==> src/rtl/hdmi_frame_monitor.sv <==
// Per-frame geometry and checksum monitor for an HDMI pixel stream.
// Counts DE pixels per line and lines per frame, then reports at each vsync edge.
module hdmi_frame_monitor #(
  parameter int unsigned HORIZONTAL_RES = 64,
  parameter int unsigned VERTICAL_RES   = 64,
  parameter int unsigned DATA_WIDTH     = 32,
  parameter int unsigned CHANNELS       = 3,
  parameter bit          VS_ACTIVE_LOW  = 1'b1,
  parameter int unsigned CNT_W          = 12
) (
  input  logic                  hdmi_clk,
  input  logic                  hdmi_rst_n,
  input  logic                  hdmi_vs,
  input  logic                  hdmi_de,
  input  logic [DATA_WIDTH-1:0] hdmi_data,
  output logic                  frame_done,
  output logic                  frame_ok,
  output logic [CNT_W-1:0]      frame_lines,
  output logic [CNT_W-1:0]      line_err_cnt,
  output logic [15:0]           frame_checksum,
  output logic [7:0]            frame_count,
  output logic                  busy
);

  typedef enum logic [1:0] {StIdle, StVsync, StActive} state_e;

  state_e           state_q, state_d;
  logic             vs_prev_q, vs_prev_d;
  logic             de_prev_q, de_prev_d;
  logic [CNT_W-1:0] pix_q, pix_d;
  logic [CNT_W-1:0] line_q, line_d;
  logic [CNT_W-1:0] err_q, err_d;
  logic [15:0]      sum_q, sum_d;
  logic             done_q, done_d;
  logic             ok_q, ok_d;
  logic [CNT_W-1:0] flines_q, flines_d;
  logic [CNT_W-1:0] ferr_q, ferr_d;
  logic [15:0]      fsum_q, fsum_d;
  logic [7:0]       fcnt_q, fcnt_d;
  logic             busy_q, busy_d;

  logic        vs_i;
  logic        frame_edge;
  logic        line_end;
  logic [15:0] pix_bytes;
  logic        unused_data;

  // Upper data bits beyond the colour channels are intentionally ignored.
  assign unused_data = ^hdmi_data;

  always_comb begin
    vs_i       = VS_ACTIVE_LOW ? ~hdmi_vs : hdmi_vs;
    frame_edge = vs_i & ~vs_prev_q;
    // A DE fall closes a line; so does a frame edge arriving mid-line.
    line_end   = (de_prev_q & ~hdmi_de) | (frame_edge & hdmi_de);
    pix_bytes  = '0;
    for (int unsigned i = 0; i < CHANNELS; i++) begin
      pix_bytes = pix_bytes + 16'(hdmi_data[8*i +: 8]);
    end
  end

  always_comb begin
    state_d   = state_q;
    vs_prev_d = vs_i;
    de_prev_d = (state_q == StActive) & hdmi_de;
    pix_d     = pix_q;
    line_d    = line_q;
    err_d     = err_q;
    sum_d     = sum_q;
    done_d    = 1'b0;
    ok_d      = ok_q;
    flines_d  = flines_q;
    ferr_d    = ferr_q;
    fsum_d    = fsum_q;
    fcnt_d    = fcnt_q;

    unique case (state_q)
      StIdle: begin
        if (frame_edge) state_d = StVsync;
      end
      StVsync: begin
        if (!vs_i) begin
          state_d = StActive;
          pix_d   = '0;
          line_d  = '0;
          err_d   = '0;
          sum_d   = '0;
        end
      end
      StActive: begin
        if (hdmi_de && !frame_edge) begin
          if (pix_q != '1) pix_d = pix_q + 1'b1;
          sum_d = sum_q + pix_bytes;
        end
        if (line_end) begin
          if (line_q != '1) line_d = line_q + 1'b1;
          if (pix_q != CNT_W'(HORIZONTAL_RES) && err_q != '1) err_d = err_q + 1'b1;
          pix_d = '0;
        end
        if (frame_edge) begin
          state_d  = StVsync;
          done_d   = 1'b1;
          flines_d = line_d;
          ferr_d   = err_d;
          fsum_d   = sum_q;
          ok_d     = (line_d == CNT_W'(VERTICAL_RES)) && (err_d == '0);
          fcnt_d   = fcnt_q + 8'd1;
        end
      end
      default: state_d = StIdle;
    endcase

    busy_d = (state_d == StActive);
  end

  always_ff @(posedge hdmi_clk or negedge hdmi_rst_n) begin
    if (!hdmi_rst_n) begin
      state_q   <= StIdle;
      vs_prev_q <= 1'b1;
      de_prev_q <= 1'b0;
      pix_q     <= '0;
      line_q    <= '0;
      err_q     <= '0;
      sum_q     <= '0;
      done_q    <= 1'b0;
      ok_q      <= 1'b0;
      flines_q  <= '0;
      ferr_q    <= '0;
      fsum_q    <= '0;
      fcnt_q    <= '0;
      busy_q    <= 1'b0;
    end else begin
      state_q   <= state_d;
      vs_prev_q <= vs_prev_d;
      de_prev_q <= de_prev_d;
      pix_q     <= pix_d;
      line_q    <= line_d;
      err_q     <= err_d;
      sum_q     <= sum_d;
      done_q    <= done_d;
      ok_q      <= ok_d;
      flines_q  <= flines_d;
      ferr_q    <= ferr_d;
      fsum_q    <= fsum_d;
      fcnt_q    <= fcnt_d;
      busy_q    <= busy_d;
    end
  end

  assign frame_done     = done_q;
  assign frame_ok       = ok_q;
  assign frame_lines    = flines_q;
  assign line_err_cnt   = ferr_q;
  assign frame_checksum = fsum_q;
  assign frame_count    = fcnt_q;
  assign busy           = busy_q;

endmodule

==> config.mk <==
export PLATFORM = sky130hd
export DESIGN_NAME = hdmi_frame_monitor
export DESIGN_NICKNAME = d
export VERILOG_FILES = /design/src/rtl/hdmi_frame_monitor.sv
export SDC_FILE = /design/constraint.sdc
export NUM_CORES = 1
export LEC_CHECK = 0
export ABC_CLOCK_PERIOD_IN_PS = 2940
export CAP_MARGIN = 30
export CORE_MARGIN = 2
export CORE_UTILIZATION = 55
export DETAILED_ROUTE_END_ITERATION = 7
export HOLD_SLACK_MARGIN = 0.02
export MAX_ROUTING_LAYER = met4
export PLACE_DENSITY_LB_ADDON = 0.3
export SYNTH_ARGS = -nofsm -noshare
export SYNTH_HDL_FRONTEND = slang
export SYNTH_SLANG_ARGS = --single-unit
==> constraint.sdc <==
create_clock -name hdmi_clk -period 2.94 [get_ports hdmi_clk]
set_input_delay 0.441 -clock hdmi_clk [delete_from_list [all_inputs] [get_ports hdmi_clk]]
set_output_delay 0.441 -clock hdmi_clk [all_outputs]
set_load 0.03 [all_outputs]
## Word level (Yosys, flattened, before mapping)

Index checks and enable logic that the tools add are counted.

- Output and inout port bits: 51
- Logic and storage cells: 74
- Register bits after elaboration: 107
- Input port bits: 36

- Add/subtract/negate cells: 7
- Eq/ne operators: 12
- Reductions and logical operators: 12
- Multiplexer cells: 21
- Bitwise operators: 8

Operators by type and width:

| operator | count |
|---|---|
| two-way mux 12 bit | 10 |
| one-hot mux 12 bit (2 select lines) | 3 |
| adder 12 x 1 -> 12 bit, second input constant | 3 |
| != test 12 bit, second input constant | 3 |
| two-way mux 16 bit | 2 |
| one-hot mux 16 bit (2 select lines) | 1 |
| adder 16 x 10 -> 16 bit | 1 |
| == test 12 x 7 -> 1 bit, second input constant | 1 |
| zero test 12 bit | 1 |
| != test 12 x 7 -> 1 bit, second input constant | 1 |
| adder 9 x 8 -> 10 bit | 1 |
| adder 8 x 8 -> 9 bit | 1 |
| adder 8 x 1 -> 8 bit, second input constant | 1 |
| != test 3 x 2 -> 1 bit, second input constant | 2 |
| bitwise AND 1 bit | 4 |
| == test 2 bit, second input constant | 2 |
| two-way mux 2 bit | 2 |
| one-hot mux 2 bit (2 select lines) | 1 |
| AND reduction 2 bit | 2 |
| AND reduction 4 bit | 1 |
| logical AND 1 bit | 3 |
| inverter 1 bit | 3 |
| AND reduction 3 bit | 1 |
| == test 2 x 1 -> 1 bit, second input constant | 1 |
| 8 further kinds | 9 |

## Longest topological paths before layout

- Depth after elaboration: 8
- Mapped depth: 13
- Mapped depth without buffers: 13

## Worst setup path after synthesis

OpenSTA, ideal clock, no wires.

- Path kind: input-to-reg
- From: in hdmi_data[1]
- To: reg sum_q[9]
- Library setup time: 0.121 ns
- Required time: 2.819 ns
- Cell stages on the path: 13
- Path buffers: 0
- Slack: -0.357 ns
- Data arrival time: 3.176 ns
- Cells stage by stage: inv_1 > fa_1 > fa_1 > inv_1 > ha_1 > fa_1 > a21o_1 > a21o_1 > a21oi_1 > and3b_1 > nor2_1 > xnor2_1 > a22o_1

- Longest elaborated chain between the ends: 5

RTL lines:

| what | line | source |
|---|---|---|
| start, declared | 15 | `input logic [DATA_WIDTH-1:0] hdmi_data,` |
| adder 8 x 8 -> 9 bit | 58 | `pix_bytes = pix_bytes + 16'(hdmi_data[8*i +: 8]);` |
| adder 9 x 8 -> 10 bit | 58 |  |
| adder 16 x 10 -> 16 bit | 93 | `sum_d = sum_q + pix_bytes;` |
| two-way mux 16 bit | 91 | `if (hdmi_de && !frame_edge) begin` |
| one-hot mux 16 bit (2 select lines) | 77 | `unique case (state_q)` |
| end signal, assigned | 139 | `sum_q <= sum_d;` |
| end, declared | 33 | `logic [15:0] sum_q, sum_d;` |

No other way between the ends. The select of a mux whose other input is x is not followed.
A chain may end at the register's enable or synchronous reset.

## Worst setup path after layout

- From: in hdmi_data[17]
- To: reg sum_q[13]

- Longest elaborated chain between the ends: 4

RTL lines:

| what | line |
|---|---|
| adder 9 x 8 -> 10 bit | 58 |
| adder 16 x 10 -> 16 bit | 93 |
| two-way mux 16 bit | 91 |
| one-hot mux 16 bit (2 select lines) | 77 |

No other way between the ends. The select of a mux whose other input is x is not followed.

==> summary.txt <==
Global routing
  • Largest net degree at the start of global routing: 63
  • Grt total ovfl: 0
  • Vias in the first global route: approximately 5,100
  • First-pass GRT wire length: roughly 24 mm
  • GRT Total Usage: 0.260
  • Initial antenna violation count: 0

Worst setup path
  • RR Endpoint: sum_q[13]$_DFFE_PN0P_
  • Crit path cell chain: buf_8 -> inv_8 -> fa_1 -> fa_1 -> inv_2 -> ha_4 -> fa_2 -> a21o_1 -> a21o_1 -> a21oi_4 -> nor4_4 -> buf_4 -> o2111ai_2 -> xor2_1 -> nor2_1
  • Top Family by Delay on Critical Path: adder cells
  • Crit path required time: about 3.2 ns
  • Worst r2r path cells: 13
  • Delay of the slowest critical-path stage: roughly 0.51 ns
  • Setup Crit Path Kind: input port to flop
  • Worst Path Buf+Inv: 4
  • R2r startpoint: sum_q[1]$_DFFE_PN0P_
  • Worst-path fanout max: 2
  • Crit path DAT: 3.31 ns
  • Flop-to-flop setup slack: about 0.08 ns
  • CP max stage cell: fa_1
  • Startpoint Class: input port
  • Critical path capture point type: flop

Die
  • Initial Utilization: 0.562
  • Die area: 11,900 sq um
  • Num rows: 38
  • Die height: between 100 and 150 um
  • # IOs: 87
  • Core area: 10,800 sq um
  • Die Wd: 109 um

Timing
  • Fmax: between 300 and 400 MHz
  • Worst-Margin Slew: 0.780 ns
  • RSZ-0062 raised after global routing: true
  • Final hold violation count: 0
  • Relative slew slack: 0.478
  • Post-layout min period: slightly above 3 ns
  • Pins Over Slew Limit: 0
  • Final setup fails: 5
  • Worst Slack Setup Final: -0.0910 ns
  • Setup Skew: 0.0165 ns
  • Fin crit share: 1.03
  • Setup_tns: -0.255 ns

Clocking
  • Clock Latency Late Sink: 0.39 ns
  • CTS buffer count: 9
  • CTS tree: built
  • H-tree Lvls: 3
  • Clock sinks: between 100 and 150
  • Worst-case clock buffer depth: 2
  • Cts hold-fix bufs: 0
  • Clk slew on worst S/H paths: between 0.1 and 0.15 ns
  • Clock Tree Root: clkbuf_8

Logic synthesis
  • Syn Area/Cell: approximately 9 sq um
  • Cell Area, Synth: roughly 6100 sq um
  • Synth warn: 0
  • Post-synth EDFFs: 0
  • Ys async rst share: 1.00
  • Most used DFF post-synth: dfrtp_1
  • Synth top area share: 0.437
  • Syn Nets: around 730
  • Seq/Total Area, Yosys: 0.442
  • Cell count after synthesis: approximately 660
  • Most frequent cell after synthesis: nand2_1
  • Cell variety after synth: 60
  • #FFs+latches synth: ~110
  • Dominant cell type by area after synthesis: dfrtp_1
  • Synth cell count leaders: nand2_1 (111), dfrtp_1 (106), o21ai_0 (62), inv_1 (53), nor2_1 (50)
  • Synth area leaders: dfrtp_1 (44%), nand2_1 (6.9%), fa_1 (5.3%)

Power and ir drop
  • Max VDD drop: 0.513 mV
  • P per Cell Area: between 700 and 800 nW/um^2
  • Leakage: about 3.5 nW
  • Power Total: 0.00539 W

Layout
  • Layout cells sized above 1: 0.164
  • Area grow syn2layout: 25.5%
  • NumNets Final: approximately 840
  • Fill cells: 826
  • N_diodes: 0

Worst hold path
  • Min-delay worst type: input port to async pin

Placed design
  • Worst slack, placed: -0.920 ns
  • Port buffer count: between 70 and 80
  • Post-DP HPWL: a little under 10 mm
  • Routability cong.: 0.882

Route
  • Vias: 5,093
  • Mean number of vias per cell: approximately 5.6
  • Post-route DRC violation count: 0
  • Wire length per cell: 15.7 um
  • Post-route ant nets: 0
  • 1st-iter DRT viols: between 200 and 300
  • DRT Pass-1 Iters: 5
  • Total Routed Length: 14.3 mm

Status
  • Status: finished, violations left
  • Failing checks: negative setup slack

Flow run
  • Max-Cap Viols: 0
[power by group]
| part | internal (W) | switching [W] | total, W |
|---|---|---|---|
| sequential | 0.00168 | 0.000177 | 0.00185 |
| combinational | 0.00113 | 0.00147 | 0.00260 |
| clock | 0.000396 | 0.000531 | 0.000927 |
[cell usage in the layout (no fill, tap or decap), types with 22 or more instances in the layout]
cell               n
nor2_1            46
nand2_1          110
clkdlybuf4s50_1   53
dfrtp_1          106
inv_1             33
xnor2_1           25
o21ai_0           60
nand3_1           22
xor2_1            22
buf_4             46
[kinds of logic (layout without fill, tap and decap cells)]
family          count (synthesis)  after routing  share of synthesized area
compound gates                128            128                      0.133
xor+xnor                       47             47                     0.0679
mux                             6              6                    0.00990
simple gates                  248            248                      0.193
buf+inv                        84            197                     0.0608
fa+ha+maj                      36             36                     0.0941
flops                         107            107                      0.442
[metrics by stage]
stage / area, sq um / std cells / hold WS, ns / util
after floorplan: 6100 / 656 / 0.145 / -
after global placement: 7240 / 888 / 0.461 / 0.671
after detailed placement: 7240 / 888 / 0.466 / 0.671
after CTS: 7550 / 908 / 0.0898 / 0.699
after global routing: 7610 / 909 / 0.0962 / 0.705
final: 7610 / 909 / 0.0597 / 0.705
[worst max path at each step]
| stage | endpoint | cells past startpoint | slack [ns] | startpoint |
|---|---|---|---|---|
| 6_report | sum_q[13]$_DFFE_PN0P_ | 15 | -0.09 | hdmi_data[17] |
| 5_1_grt | sum_q[7]$_DFFE_PN0P_ | 14 | -0.16 | hdmi_data[17] |
| 4_1_cts | sum_q[15]$_DFFE_PN0P_ | 14 | -0.13 | hdmi_data[9] |
| 3_5_place_dp | sum_q[15]$_DFFE_PN0P_ | 14 | -0.92 | hdmi_data[17] |
| 3_3_place_gp | sum_q[9]$_DFFE_PN0P_ | 14 | -0.84 | hdmi_data[17] |
| 2_1_floorplan | sum_q[9]$_DFFE_PN0P_ | 13 | -0.18 | hdmi_data[17] |
[area by class of cell]
type | count | area [sq um] | area share
clock buffers | 10 | 128 | 0.0168
clock inverters | 6 | 65.1 | 0.00855
inverters | 54 | 210 | 0.0276
multi-input cells | 465 | 3190 | 0.419
flip-flops and latches | 107 | 2680 | 0.352
well taps | 140 | 175 | 0.0230
repair buffers | 127 | 1160 | 0.153
[routing by layer]
layer / vias up / wire (um) / global-route usage
met1: 2495 / 6050 / 0.319
met5: - / 0 / -
met4: 0 / 331 / 0.108
met2: 142 / 7330 / 0.433
li1: 2426 / - / -
met3: 30 / 548 / 0.0377
[registers in the layout, summed over array words and instances (netlist names), 2 cells and up]
name and flops:
err_q 12, state_q 2, line_q 12, frame_lines 12, sum_q 16, pix_q 12
frame_checksum 16, line_err_cnt 12, frame_count 8
[what timing repair did]
action                                  in CTS  in global routing
endpoints found under the setup margin      11                 10
endpoints found under the hold margin        0                  0
gates resized for setup                     63                 20
setup buffers                                4                  1
pin swaps                                   40                 34
Power figures use the tool's default switching activity.
